[src/rtl/dmem_arb_pkg.sv]
// ============================================================================
// dmem_arb_pkg: shared types and constants for the data-memory arbiter.
// Revision: 1.0
// ============================================================================
`default_nettype none

package dmem_arb_pkg;

    localparam int DMEM_ADDR_W  = 32;
    localparam int DMEM_DATA_W  = 32;
    localparam int DMEM_BE_W    = DMEM_DATA_W / 8;
    localparam int DMEM_MEM_LAT = 2;

    typedef enum logic [0:0] {
        IDLE = 1'b0,
        BUSY = 1'b1
    } state_e;

    typedef logic port_id_t;

    typedef struct packed {
        logic                   we;
        logic [DMEM_ADDR_W-1:0] addr;
        logic [DMEM_DATA_W-1:0] wdata;
        logic [DMEM_BE_W-1:0]   be;
    } cmd_t;

endpackage

`default_nettype wire

[src/rtl/dmem_arbiter_arb_sel2.sv]
// ============================================================================
// arb_sel2: combinational two-way selector returning a one-hot grant.
// DMEM_ARB_RR_EN selects round robin against last_i; otherwise port 0 wins.
// Revision: 1.0
// ============================================================================
`default_nettype none

module arb_sel2
    import dmem_arb_pkg::*;
(
    input  logic [1:0] req_i,
    input  port_id_t   last_i,
    output logic [1:0] gnt_o
);

`ifdef DMEM_ARB_RR_EN
    // On a tie the port that was not granted last goes next.
    always_comb begin
        gnt_o = 2'b00;
        if (req_i == 2'b11) begin
            gnt_o = last_i ? 2'b01 : 2'b10;
        end else begin
            gnt_o = req_i;
        end
    end
`else
    logic unused_last;
    assign unused_last = last_i;

    always_comb begin
        gnt_o = 2'b00;
        if (req_i[0]) begin
            gnt_o = 2'b01;
        end else if (req_i[1]) begin
            gnt_o = 2'b10;
        end
    end
`endif

endmodule

`default_nettype wire

[src/rtl/dmem_arbiter.sv]
// ============================================================================
// dmem_arbiter: shares a single-ported fixed-latency data memory between the
// core load/store port (0) and the copy/debug port (1). Macro: DMEM_ARB_RR_EN.
// Revision: 1.0
// ============================================================================
`default_nettype none

module dmem_arbiter
    import dmem_arb_pkg::*;
#(
    // Command widths come from the package struct; override there together.
    parameter int ADDR_W  = DMEM_ADDR_W,
    parameter int DATA_W  = DMEM_DATA_W,
    parameter int MEM_LAT = DMEM_MEM_LAT
) (
    input  logic                clk,
    input  logic                rstn,

    input  logic                p0_req_i,
    input  logic                p0_we_i,
    input  logic [ADDR_W-1:0]   p0_addr_i,
    input  logic [DATA_W-1:0]   p0_wdata_i,
    input  logic [DATA_W/8-1:0] p0_be_i,
    output logic                p0_gnt_o,
    output logic                p0_done_o,
    output logic [DATA_W-1:0]   p0_rdata_o,
    output logic                p0_stall_o,

    input  logic                p1_req_i,
    input  logic                p1_we_i,
    input  logic [ADDR_W-1:0]   p1_addr_i,
    input  logic [DATA_W-1:0]   p1_wdata_i,
    input  logic [DATA_W/8-1:0] p1_be_i,
    output logic                p1_gnt_o,
    output logic                p1_done_o,
    output logic [DATA_W-1:0]   p1_rdata_o,

    output logic                mem_en_o,
    output logic                mem_we_o,
    output logic [ADDR_W-1:0]   mem_addr_o,
    output logic [DATA_W-1:0]   mem_wdata_o,
    output logic [DATA_W/8-1:0] mem_be_o,
    input  logic [DATA_W-1:0]   mem_rdata_i
);

    localparam int CNT_W = (MEM_LAT > 1) ? $clog2(MEM_LAT) : 1;

    state_e              state_q, state_d;
    logic [CNT_W-1:0]    cnt_q, cnt_d;
    port_id_t            owner_q, owner_d;
    cmd_t                cmd_q, cmd_d;
    logic                p0_done_q, p0_done_d;
    logic                p1_done_q, p1_done_d;
    logic [DATA_W-1:0]   p0_rdata_q, p0_rdata_d;
    logic [DATA_W-1:0]   p1_rdata_q, p1_rdata_d;

    logic [1:0]          w_req;
    logic [1:0]          w_gnt;
    port_id_t            w_last;
    cmd_t                w_cmd0, w_cmd1;

    assign w_req  = {p1_req_i, p0_req_i} & {2{state_q == IDLE}};
    assign w_cmd0 = '{we: p0_we_i, addr: p0_addr_i, wdata: p0_wdata_i, be: p0_be_i};
    assign w_cmd1 = '{we: p1_we_i, addr: p1_addr_i, wdata: p1_wdata_i, be: p1_be_i};

    arb_sel2 u_sel (
        .req_i  (w_req),
        .last_i (w_last),
        .gnt_o  (w_gnt)
    );

`ifdef DMEM_ARB_RR_EN
    port_id_t last_q;

    // Reset to port 1 so that port 0 wins the first tie.
    always_ff @(posedge clk or negedge rstn) begin
        if (!rstn) begin
            last_q <= 1'b1;
        end else if (|w_gnt) begin
            last_q <= w_gnt[1];
        end
    end

    assign w_last = last_q;
`else
    assign w_last = 1'b1;
`endif

    always_comb begin
        state_d    = state_q;
        cnt_d      = cnt_q;
        owner_d    = owner_q;
        cmd_d      = cmd_q;
        p0_done_d  = 1'b0;
        p1_done_d  = 1'b0;
        p0_rdata_d = p0_rdata_q;
        p1_rdata_d = p1_rdata_q;
        case (state_q)
            IDLE: begin
                if (|w_gnt) begin
                    state_d = BUSY;
                    cnt_d   = CNT_W'(MEM_LAT - 1);
                    owner_d = w_gnt[1];
                    cmd_d   = w_gnt[1] ? w_cmd1 : w_cmd0;
                end
            end
            BUSY: begin
                if (cnt_q == '0) begin
                    state_d = IDLE;
                    if (owner_q) begin
                        p1_done_d  = 1'b1;
                        p1_rdata_d = mem_rdata_i;
                    end else begin
                        p0_done_d  = 1'b1;
                        p0_rdata_d = mem_rdata_i;
                    end
                end else begin
                    cnt_d = cnt_q - 1'b1;
                end
            end
            default: state_d = IDLE;
        endcase
    end

    always_ff @(posedge clk or negedge rstn) begin
        if (!rstn) begin
            state_q    <= IDLE;
            cnt_q      <= '0;
            owner_q    <= 1'b0;
            cmd_q      <= '0;
            p0_done_q  <= 1'b0;
            p1_done_q  <= 1'b0;
            p0_rdata_q <= '0;
            p1_rdata_q <= '0;
        end else begin
            state_q    <= state_d;
            cnt_q      <= cnt_d;
            owner_q    <= owner_d;
            cmd_q      <= cmd_d;
            p0_done_q  <= p0_done_d;
            p1_done_q  <= p1_done_d;
            p0_rdata_q <= p0_rdata_d;
            p1_rdata_q <= p1_rdata_d;
        end
    end

    assign p0_gnt_o    = w_gnt[0];
    assign p1_gnt_o    = w_gnt[1];
    assign p0_done_o   = p0_done_q;
    assign p1_done_o   = p1_done_q;
    assign p0_rdata_o  = p0_rdata_q;
    assign p1_rdata_o  = p1_rdata_q;

    assign mem_en_o    = (state_q == BUSY);
    assign mem_we_o    = (state_q == BUSY) & cmd_q.we;
    assign mem_addr_o  = cmd_q.addr;
    assign mem_wdata_o = cmd_q.wdata;
    assign mem_be_o    = cmd_q.be;

    // A granted port-0 request counts as waiting until its done cycle.
    assign p0_stall_o  = p0_req_i | ((state_q == BUSY) & (owner_q == 1'b0));

endmodule

`default_nettype wire
[config.mk]
export PLATFORM = sky130hd
export DESIGN_NAME = dmem_arbiter
export DESIGN_NICKNAME = d
export VERILOG_FILES = /design/src/rtl/dmem_arb_pkg.sv /design/src/rtl/dmem_arbiter_arb_sel2.sv /design/src/rtl/dmem_arbiter.sv
export SDC_FILE = /design/constraint.sdc
export NUM_CORES = 1
export LEC_CHECK = 0
export CORE_MARGIN = 2
export CORE_UTILIZATION = 41
export DETAILED_ROUTE_END_ITERATION = 12
export HOLD_SLACK_MARGIN = 0.08
export PLACE_DENSITY = 0.82
export SYNTH_ARGS = -nofsm -noshare
export SYNTH_HDL_FRONTEND = slang
export SYNTH_SLANG_ARGS = --single-unit
[constraint.sdc]
create_clock -name clk -period 1.5 [get_ports clk]
set_input_delay 0.15 -clock clk [delete_from_list [all_inputs] [get_ports clk]]
set_output_delay 0.15 -clock clk [all_outputs]
set_load 0.05 [all_outputs]
==> qor.csv <==
metric;value;unit
result_of_the_run;finished with violations;
violated_checks;setup timing;
synth.largest_area_cell;sky130_fd_sc_hd__dfrtp_1;
detail_route.drc_violations;0;
final.setup.worst_slack;-223.8;ps
horizontal_extent_of_the_die;134.7;µm
worstPathRequired;1800;ps
timing_max_transition_violations_final;0;
n_antenna_cell;0;
first_iter_violations;165;
place_hpwl;14190;µm
vias;5878;
worst_max_slew_pin_slew;570.3;ps
synth.net_count;787;
syn-mean-instance-area;11.43;µm²
synthMostInstantiatedCell;sky130_fd_sc_hd__dfrtp_1;
cts-buffers-inserted;17;
total_power;29.78;mW
core_area;16640;µm²
dieArea;18150;µm²
grt_pass1_vias;5889;
cts_tree;built;
post_synth_instance_area;7008;µm²
final.min_clock_period;1724;ps
setup_viol_count_final;108;
cts.path.max_buffers;2;
async_flop_share;1.000;
design.final.nets;1053;
swShare;0.4753;
grt_setup_unrepaired;yes;
row_count;47;
power_per_cell_area;2581;nW/µm²
drive_above_1_share;0.4428;
grt_max_degree;64;
static-leakage-power;5.102;nW
clock_power_share;0.139;
crit_fanout;7;
clk-insertion-delay-late;420;ps
dp_cells;1049;
hold_violations;0;
cts_root_buffer;sky130_fd_sc_hd__clkbuf_16;
finalCritPeriodShare;1.149;
antenna_found_initial;0;
yosysWarningCount;0;
cap_violations;0;
synth_largest_type_area_fraction;0.4928;
clock-skew-final;11.96;ps
relSlewSlack;0.6198;
post_layout_cell_count;1112;
num-fill-cells;1162;
dominantRegCellSynth;sky130_fd_sc_hd__dfrtp_1;
ant_nets;0;
internal_power;15.63;mW
drt-wirelength-per-cell;21.29;µm
viasPerCell;5.286;
r2r_setup_slack;-220;ps
initial_utilization;0.4211;
type_of_the_most_critical_hold_path;in -> async;
post_synth_inst_count;613;
chipHeight;134.7;µm
gr-total-overflow;0;
tritoncts_num_sinks;138;
critPathArrivalTime;2020;ps
first_pass_grt_wire_length;32490;µm
combinationalPowerShare;0.632;
fin_hold_ws;158.7;ps
detail_route.first_pass.iterations;4;
yosys-top-cells-area;sky130_fd_sc_hd__dfrtp_1 49%, sky130_fd_sc_hd__mux2_2 10%, sky130_fd_sc_hd__nor4b_1 8.4%, sky130_fd_sc_hd__buf_4 7.8%, sky130_fd_sc_hd__a211oi_1 7.2%;
ys_seq_elements;138;
critical_path_class;reg -> reg;
clock_tree.htree_level_count;4;
postRouteWirelength;23680;µm
power.sequential.fraction;0.229;
pin_count;313;
fmax;580.1;MHz
globalplace.congestion;0.7904;
crit_path_start_kind;flip-flop;
ys_seq_area_frac;0.4928;
ys_types;23;
crit_path_end_kind;flip-flop;
syn2layout_area_growth;64.67;%
switchingPower;14.15;mW
worst_ir_drop_vdd;1.567;mV
synth_edf_count;0;
clk_pin_slew_worst_paths;70;ps
buffer_ports.inserted;312;
global_router_s_overall_resource_usage;0.2304;
synthTopCellsByCount;138 x sky130_fd_sc_hd__dfrtp_1, 73 x sky130_fd_sc_hd__buf_4, 71 x sky130_fd_sc_hd__inv_1;
[power groups by stage]
stage,Sequential [mW],Clock [mW],Combinational [mW]
final,6.83,4.13,18.8
after detailed placement,6.74,0,15.8
after floorplan,9.74,0,8.88
after global placement,6.69,0,15.5
after CTS,6.74,4.21,16.9
after global routing,7.02,4.38,19.5
[layout make-up]
class / count / area, µm² / share of cell area
clock inverters: 15 / 152.6 / 0.01323
well taps: 220 / 275.3 / 0.02385
clock buffers: 17 / 425.4 / 0.03686
repair buffers: 368 / 3732 / 0.3234
multi-input cells: 283 / 3227 / 0.2796
flip-flops and latches: 138 / 3457 / 0.2996
inverters: 71 / 270.3 / 0.02342
[logic make-up (layout without fill, tap and decap cells)]
family,count (synthesis),in the layout,share of synthesized area
AO/OA/AOI/OAI,74,74,0.07999
buffers and inverters,192,471,0.1553
flip-flops,138,138,0.4928
multiplexers,64,64,0.1028
AND/OR/NAND/NOR,145,145,0.1691
[path summary, 6_finish.rpt]
| check | startpoint | to | cells after the start |
|---|---|---|---|
| setup / recovery | mem_en_o | p1_rdata_o[18] | 6 |
| hold / removal | rstn | mem_addr_o[29] | 2 |
| setup reg to reg | mem_en_o | p1_rdata_o[18] | 6 |
| hold reg to reg | p0_rdata_o[11] | p0_rdata_o[11] | 1 |
| max in group asynchronous | rstn | p1_rdata_o[18] | 3 |
| min in group clk | p1_req_i | owner_q | 3 |
[cell usage in the layout, fill, tap and decap left out, types with 7 or more instances in the layout]
cell type | synthesis | layout
sky130_fd_sc_hd__nor4b_2 | 0 | 14
sky130_fd_sc_hd__clkbuf_16 | 0 | 27
sky130_fd_sc_hd__dfrtp_1 | 138 | 137
sky130_fd_sc_hd__nor3b_1 | 67 | 59
sky130_fd_sc_hd__nor3b_2 | 0 | 8
sky130_fd_sc_hd__mux2_4 | 0 | 63
sky130_fd_sc_hd__a211oi_2 | 0 | 65
sky130_fd_sc_hd__buf_6 | 9 | 7
sky130_fd_sc_hd__clkdlybuf4s50_1 | 0 | 170
sky130_fd_sc_hd__buf_12 | 0 | 18
sky130_fd_sc_hd__buf_4 | 73 | 154
sky130_fd_sc_hd__inv_1 | 71 | 70
sky130_fd_sc_hd__nor4b_1 | 67 | 52
[sequential cells by signal, summed over array words and instances (netlist names)]
register     flops
mem_be_o         4
p0_done_o        1
p1_done_o        1
owner_q          1
p1_rdata_o      32
mem_addr_o      32
cmd_q            1
mem_wdata_o     32
cnt_q            1
mem_en_o         1
p0_rdata_o      32
[through the flow]
stage | area (µm²) | util | TNS (ps) | worst slack (ps)
after floorplan | 7144 | - | -1015 | -36.91
after global placement | 9777 | 0.5875 | 0 | 68.70
after detailed placement | 9777 | 0.5875 | 0 | 14.74
after CTS | 10820 | 0.6500 | -6616 | -252.8
after global routing | 11540 | 0.6934 | -20560 | -269.6
final | 11540 | 0.6934 | -13800 | -223.8
[routing by layer]
layer  GRT usage  share of wire
met5           0              0
met4     0.08363          0.024
met3     0.06794          0.072
met2      0.3892           0.51
met1      0.2796           0.39
[what timing repair did]
item	CTS	global route
cloned	3	15
endpoints found under the setup margin	5	138
resized for setup	60	78
pin swaps	12	13
buffers inserted	8	4
hold buffers	1	0
hold endpoints to repair	138	0
[critical path, cell delays in order (launching register included)]
cell	delay (ps)
sky130_fd_sc_hd__dfrtp_4	480
sky130_fd_sc_hd__buf_12	150
sky130_fd_sc_hd__buf_4	130
sky130_fd_sc_hd__buf_4	130
sky130_fd_sc_hd__nand3b_4	190
sky130_fd_sc_hd__clkbuf_16	200
sky130_fd_sc_hd__mux2_4	310
Note: power is estimated with default switching activity, not from simulation.
